`config.mk`:
```
export PLATFORM = sky130hd
export DESIGN_NAME = modport_fifo
export DESIGN_NICKNAME = d
export VERILOG_FILES = /design/src/rtl/modport_fifo_pkg.sv /design/src/rtl/modport_fifo_mem.sv /design/src/rtl/modport_fifo.sv
export SDC_FILE = /design/constraint.sdc
export NUM_CORES = 2
export LEC_CHECK = 0
export CAP_MARGIN = 20
export CORE_MARGIN = 5
export CORE_UTILIZATION = 37
export CTS_CLUSTER_SIZE = 12
export DETAILED_ROUTE_END_ITERATION = 16
export PLACE_DENSITY_LB_ADDON = 0.05
export SYNTH_ARGS = -nofsm -noshare
export SYNTH_HDL_FRONTEND = slang
export SYNTH_HIERARCHICAL = 1
export SYNTH_SLANG_ARGS = --single-unit
```
`constraint.sdc`:
```
create_clock -name clk -period 15.1 [get_ports clk]
set_input_delay 3.775 -clock clk [delete_from_list [all_inputs] [get_ports clk]]
set_output_delay 3.775 -clock clk [all_outputs]
set_load 0.01 [all_outputs]
```
`src/rtl/modport_fifo_pkg.sv`:
```
// Shared constants and types for the modport_fifo write-data buffer.
package modport_fifo_pkg;

  localparam int FIFO_DATA_W = 128;
  localparam int FIFO_DEPTH  = 16;

  typedef logic [FIFO_DATA_W-1:0] fifo_data_t;

endpackage

```
`src/rtl/modport_fifo_mem.sv`:
```
// Simple dual-port storage array for modport_fifo.
// It has one synchronous write port and one registered read port.
// The array and the read register are never reset.
module modport_fifo_mem
  import modport_fifo_pkg::*;
#(
  parameter int DATA_W = FIFO_DATA_W,
  parameter int DEPTH  = FIFO_DEPTH,
  parameter int ADDR_W = $clog2(DEPTH)
) (
  input  logic              clk,
  input  logic              we,
  input  logic [ADDR_W-1:0] waddr,
  input  logic [DATA_W-1:0] wdata,
  input  logic              re,
  input  logic [ADDR_W-1:0] raddr,
  output logic [DATA_W-1:0] rdata
);

  logic [DATA_W-1:0] mem_q [DEPTH];

  // Store the incoming entry at the write address
  always_ff @(posedge clk) begin
    if (we) mem_q[waddr] <= wdata;
  end

  // Register the addressed entry; hold it when no read is requested
  always_ff @(posedge clk) begin
    if (re) rdata <= mem_q[raddr];
  end

endmodule

```
`src/rtl/modport_fifo.sv`:
```
// Single-clock circular-buffer FIFO with registered read data.
// Pointer, count and flag logic lives here; storage is in modport_fifo_mem.
// Optional macro MODPORT_FIFO_LEVEL_EN adds a data_count output carrying the fill level.
// DEPTH must be a power of two and at least 2, so the pointers wrap naturally.
module modport_fifo
  import modport_fifo_pkg::*;
#(
  parameter int DATA_W = FIFO_DATA_W,
  parameter int DEPTH  = FIFO_DEPTH
) (
  input  logic                   clk,
  input  logic                   rst,
  input  logic                   wr_en,
  input  logic [DATA_W-1:0]      wr_data,
  input  logic                   rd_en,
  output logic [DATA_W-1:0]      rd_data,
  output logic                   full,
  output logic                   empty
`ifdef MODPORT_FIFO_LEVEL_EN
  ,
  output logic [$clog2(DEPTH):0] data_count
`endif
);

  localparam int ADDR_W = $clog2(DEPTH);
  localparam logic [ADDR_W-1:0] PTR_ONE  = ADDR_W'(1);
  localparam logic [ADDR_W:0]   CNT_ONE  = (ADDR_W+1)'(1);
  localparam logic [ADDR_W:0]   CNT_FULL = (ADDR_W+1)'(DEPTH);

  logic [ADDR_W-1:0] wr_ptr_q, wr_ptr_d;
  logic [ADDR_W-1:0] rd_ptr_q, rd_ptr_d;
  logic [ADDR_W:0]   count_q, count_d;
  // Set by the first accepted read after reset. Until then rd_data is
  // forced to zero, because the unreset array read register is stale.
  logic              rd_vld_q, rd_vld_d;
  logic              wr_acc, rd_acc;
  logic [DATA_W-1:0] mem_rdata;

  // The flags come from the registered count, so they are glitch-free.
  assign full   = (count_q == CNT_FULL);
  assign empty  = (count_q == '0);
  assign wr_acc = wr_en && !full;
  assign rd_acc = rd_en && !empty;

  assign rd_data = rd_vld_q ? mem_rdata : '0;

`ifdef MODPORT_FIFO_LEVEL_EN
  assign data_count = count_q;
`endif

  // Next-state for the pointers, the occupancy count and the read-valid flag
  always_comb begin
    wr_ptr_d = wr_ptr_q;
    rd_ptr_d = rd_ptr_q;
    count_d  = count_q;
    rd_vld_d = rd_vld_q | rd_acc;
    if (wr_acc) wr_ptr_d = wr_ptr_q + PTR_ONE;
    if (rd_acc) rd_ptr_d = rd_ptr_q + PTR_ONE;
    unique case ({wr_acc, rd_acc})
      2'b10:   count_d = count_q + CNT_ONE;
      2'b01:   count_d = count_q - CNT_ONE;
      default: count_d = count_q;
    endcase
  end

  // Control state register; asynchronous reset discards all queued entries
  always_ff @(posedge clk or negedge rst) begin
    if (!rst) begin
      wr_ptr_q <= '0;
      rd_ptr_q <= '0;
      count_q  <= '0;
      rd_vld_q <= 1'b0;
    end else begin
      wr_ptr_q <= wr_ptr_d;
      rd_ptr_q <= rd_ptr_d;
      count_q  <= count_d;
      rd_vld_q <= rd_vld_d;
    end
  end

  modport_fifo_mem #(
    .DATA_W (DATA_W),
    .DEPTH  (DEPTH),
    .ADDR_W (ADDR_W)
  ) u_mem (
    .clk   (clk),
    .we    (wr_acc),
    .waddr (wr_ptr_q),
    .wdata (wr_data),
    .re    (rd_acc),
    .raddr (rd_ptr_q),
    .rdata (mem_rdata)
  );

endmodule

```
* Yosys cells after proc, flatten, opt, wreduce, memory -nomap -nowiden
Memories as Yosys holds them, arrays and structs flattened. A register that Yosys moved wholly into a read port is not among the register bits.
Cells that the tools add are included.
** Word-level totals
- Bits of input ports :: 132
- Bits in writable memories :: 2048
- Output and inout port bits :: 130
- Logic and storage cells :: 23
- Memories kept :: 1
- Bits in registers :: 14
** Memory list
- u_mem.mem_q :: words 16, bits a word 128, read ports 1, clocked after memory_dff 1, write ports 1, RTL line modport_fifo_mem.sv:20 : logic [DATA_W-1:0] mem_q [DEPTH];
** Cells by class
- $add $sub $neg :: 4
- Reduce and logical (&&, ||, !) cells :: 6
- Eq/ne operators :: 3
- Bitwise gates (word level) :: 1
- Mux-type cells :: 4
** Operator list (count)
- 128-bit two-way mux :: 1
- 5-bit one-hot mux with 2 select lines :: 1
- 4-bit by 1-bit adder with 4-bit output (second input constant) :: 2
- 5-bit by 1-bit adder with 5-bit output (second input constant) :: 1
- 5-bit equality test (second input constant) :: 1
- 5-bit zero test :: 1
- 5-bit by 1-bit subtractor with 5-bit output (second input constant) :: 1
- 2-bit by 1-bit equality test with 1-bit output (second input constant) :: 1
- 2-bit equality test (second input constant) :: 1
- 1-bit logical AND :: 2
- 1-bit zero test :: 2
- 1-bit two-way mux :: 2
- 2-bit nonzero test :: 1
- 1-bit OR :: 1

* Logic depth before layout (Yosys ltp)
- Word-level depth :: 5
- Mapped depth :: 8
- Gate-level depth less buffers :: 8

* Modules after synthesis
The synthesis kept the hierarchy.
** Modules (own cells, without submodules)
- modport_fifo_mem :: cells each 3357, instances 1, area each 80726.2 um2, sequential area each 65342.7 um2
- modport_fifo :: cells each 215, instances 1, area each 1672.9 um2, sequential area each 350.3 um2

* Worst setup path before layout
No wires, ideal clock.
- Kind :: input to register
- Start :: input port wr_en
- End :: memory u_mem/mem_q[0][0] (netlist name) (enable)
- Buffers on the path :: 0
- Setup slack :: 1013 ps
- Setup time :: 772 ps
- Stages on the path :: 3
- Data required time :: 14328 ps
- Arrival time :: 13316 ps
- Path through :: a21boi_1 > or3b_2 > nor3_1
** Between the ends
- Longest elaborated chain between the ends :: 3
** Ends and longest elaborated chain
- start, declared :: RTL line modport_fifo.sv:13 : input logic wr_en,
- 1-bit logical AND :: RTL line modport_fifo.sv:42 : assign wr_acc = wr_en && !full;
- 1-bit two-way mux :: RTL line modport_fifo_mem.sv:24 : if (we) mem_q[waddr] <= wdata;
- 1-bit two-way mux (implied by the code) :: RTL line modport_fifo_mem.sv:24
- end, declared :: RTL line modport_fifo_mem.sv:20
Every way passes these cells.

* Worst setup path after layout
- Start :: input port wr_en
- End :: memory u_mem/mem_q[7][115] (netlist name) (enable)
** Between the ends
- Longest elaborated chain between the ends :: 3
** Ends and longest elaborated chain
- 1-bit logical AND :: RTL line modport_fifo.sv:42
- net wr_acc :: RTL line modport_fifo.sv:36 : logic wr_acc, rd_acc;
- 1-bit two-way mux :: RTL line modport_fifo_mem.sv:24
- 1-bit two-way mux (implied by the code) :: RTL line modport_fifo_mem.sv:24
The timed path passes the listed nets, and every way through them passes these cells.

==> impl_metrics.toml <==
[timing]
drv_slew = 0
final.min_clock_period_ns = 7.539
rsz0062_at_grt = "false"
setup_viol = 0
fmax_mhz = 132.7
setup_tns_ns = 0
finalClockSkew_ns = 0.02586
report.final.hold_viol_count = 0
relSlewSlack_pct = 27.55
period_share_pct = 49.92
worst_slew_pin_slew_ns = 1.084
fin_hold_ws_ns = 0.5726
setup_slack_ns = 7.561

[setup_path]
cp-start-kind = "primary input"
critical_path_peak_fanout = 37
crit_path_end_kind = "register"
crit_type = "primary input to register"
rr_endpoint = "u_mem/rdata[39]"
r2r-start = "rd_ptr_q[1]"
r2r_slack_ns = 9.74
ff2ff_path_depth = 7
worst_ep_required_time_ns = 15.56
arrival_ns = 8.00

[grt]
grt_pass1_wl_um = 303700
grt_max_degree = 111
grt.total_usage_pct = 18.19
grt-ovfl-total = 0
grt_antenna_before_repair = 29
grt_pass1_vias = 40040

[place]
numPortBuffers = 261
place_congestion = 0.7079
place_ws_ns = 6.743
hpwl_um = 110700
postPlaceCellArea_um2 = 88720

[clock_tree]
cts_buffers = 232
cts.clk_slew.worst_paths_ns = 0.06
cts_tree = "built"
clockBufferDepth = 3
hold_buffers = 0
cts-root-buf = "clkbuf_16"
post_cts_buffers = 0
htree_levels = 4
cts_resized = 0
worstSkewPairLatency_ns = 0.85
clock-sinks = 2190

[routing]
vias = 37960
drt-initial-drc-count = 3087
wl_per_cell_um = 29.66
drtAntennaViolNets = 0
avgViaCountPerCell = 5.321
routed_wl_um = 211600
dr.pass1.iters = 5
drc = 0

[outcome]
status = "finished, final reports clean"

[min_path]
holdPathEnd = "count_q[2]"
min_from = "count_q[2]"
hold_path_depth = 2
hold_path.class = "register to register"

[logic_synthesis]
synth_fp_nets = 3711
yosys_warnings = 6
yosysUniqueCellTypes = 44
synth_top_family_by_area = "multiplexers"
synth_adder_area_share_pct = 0.1154
synth-simple-area-share_pct = 2.065
yosysTopAreaCell = "edfxtp_1"
syn_inst = 3572
ys_seq_area_share_pct = 79.73
async_reset_ff_share_pct = 0.6393
muxShareOfSynthArea_pct = 14.26
ys_ff_latch = 2190
synth_compound_area_share_pct = 2.624
synth_top_cell_area_share_pct = 79.30
synth_edf_count = 2176
syn_avg_cell_area_um2 = 23.07
netlist_top_cells_area = "edfxtp_1, mux4_2, a22oi_1"
netlist_area_um2 = 82400
yosys_most_used_dff = "edfxtp_1"
synth-xor-area-share_pct = 0.08503

[floorplanning]
start_util_pct = 37.14
core-area_um2 = 221900
die_x_um = 481.9
fp-row-count = 173
ios = 262
die-area_um2 = 232200
fp.dieH_um = 481.9

[power]
p_sw_w = 0.005560
p_per_area_nw_per_um2 = 192.0
ir_worst_vdd_uv = 154.6
p_leak_nw = 29.74
internal_power_w = 0.01282
clkPwrFrac_pct = 28.7
p_comb_share_pct = 28.2
sequentialPowerShare_pct = 43.1
p_sw_share_pct = 30.25

[job]
maxCapViolations = 0

[final_layout]
area_growth_pct = 16.15
drive_gt1_share_pct = 23.08
fin_area_um2 = 95710
layout.nets = 4094
-- critical path, stage by stage --
cell,delay (ns)
clkdlybuf4s50_1,0.51
a21boi_1,0.73
nand3b_1,0.48
nor2_4,0.95
buf_4,0.68
buf_4,0.74
-- flip-flops by register name (all words and copies together), names as in the netlist --
signal       cells
rd_ptr_q         4
wr_ptr_q         4
u_mem/mem_q   2048
rd_vld_q         1
count_q          5
u_mem/rdata    128
-- power groups by stage --
stage	Clock, W	Sequential (W)	Combinational (W)
finish	0.00527	0.00791	0.00519
global route	0.00572	0.00798	0.00559
CTS	0.00546	0.00793	0.00536
detailed placement	0	0.00805	0.00534
global placement	0	0.00806	0.00536
floorplan	0	0.00801	0.00327
-- cell usage in the layout, fill, tap and decap left out, drive strengths merged, types with 2 or more instances in the layout --
master	n
edfxtp	2176
mux4	477
clkbuf	303
clkdlybuf4s50	261
a22oi	215
and2	132
clkinv	111
nand2	97
buf	80
mux2	68
nor2b	29
mux2i	24
o221ai	23
o21ai	21
nand2b	17
nor2	16
dfrtp	14
a221oi	12
inv	10
diode	9
bufinv	7
a21oi	6
ha	6
o22a	6
xnor2	5
nor3b	5
nand3	4
nor3	4
xor2	3
clkinvlp	3
o211ai	2
nand3b	2
or4	2
-- layer usage --
layer / GRT usage [%] / share of wire, %
met1: 27.05 / 46
met2: 28.63 / 47
met3: 2.873 / 4.9
met4: 3.827 / 1.7
met5: 0 / 0.038
-- cell families (layout without fill, tap and decap cells) --
family	count (synthesis)	in the layout
adders and majority gates	7	7
AOI/OAI and AO/OA	288	288
and+or+nand+nor	314	314
buffers and inverters	196	775
DFF	2190	2190
other	0	9
xor gates and xnor gates	8	8
muxes	569	569
-- worst max path at each step --
stage	from	end	slack (ns)	cells after the start
finish	wr_en	u_mem/mem_q[7][115]	7.56	6
global route	wr_en	u_mem/mem_q[12][82]	7.45	7
CTS	wr_en	u_mem/mem_q[7][115]	7.66	6
detailed placement	wr_en	u_mem/mem_q[7][27]	6.74	6
global placement	wr_en	u_mem/mem_q[9][15]	6.80	6
floorplan	wr_en	u_mem/mem_q[0][0]	1.01	3
-- cells in the mapped netlist, types with 2 or more instances --
cell and number:
mux4_2 477, inv_1 4, dfrtp_1 14, edfxtp_1 2176, ha_1 6, buf_6 6
a22oi_1 215, xor2_1 3, nor2b_1 29, mux2_2 67, buf_2 88, and2_1 132
nor3_1 4, nand3b_1 2, a21oi_1 6, mux2i_1 24, o211ai_1 2, nand3_1 4
xnor2_1 5, clkbuf_1 80, buf_1 8, nand2_1 97, a221oi_1 12, buf_4 10
o221ai_1 23, nand2b_1 17, o21ai_0 20, nor3b_1 5, o22a_1 6, nor2_1 16
-- layout make-up --
type                            instances  area, um^2
Antenna cell                            9       22.52
Multi-Input combinational cell       1186       15930
Sequential cell                      2190       65710
Fill cell                           19070      126200
Clock buffer                          303        6177
Timing Repair Buffer                  341        3338
Tap cell                             2975        3722
Inverter                                4       22.52
Clock inverter                        127       789.5
-- stage by stage --
stage / power [W] / cells / util, %
finish: 0.01838 / 7135 / 43.14
global route: 0.01928 / 7127 / 43.13
CTS: 0.01875 / 7126 / 43.13
detailed placement: 0.01339 / 6696 / 39.99
global placement: 0.01342 / 6696 / 39.99
floorplan: 0.01129 / 3572 / -
Note: power is estimated with default switching activity, not from simulation.
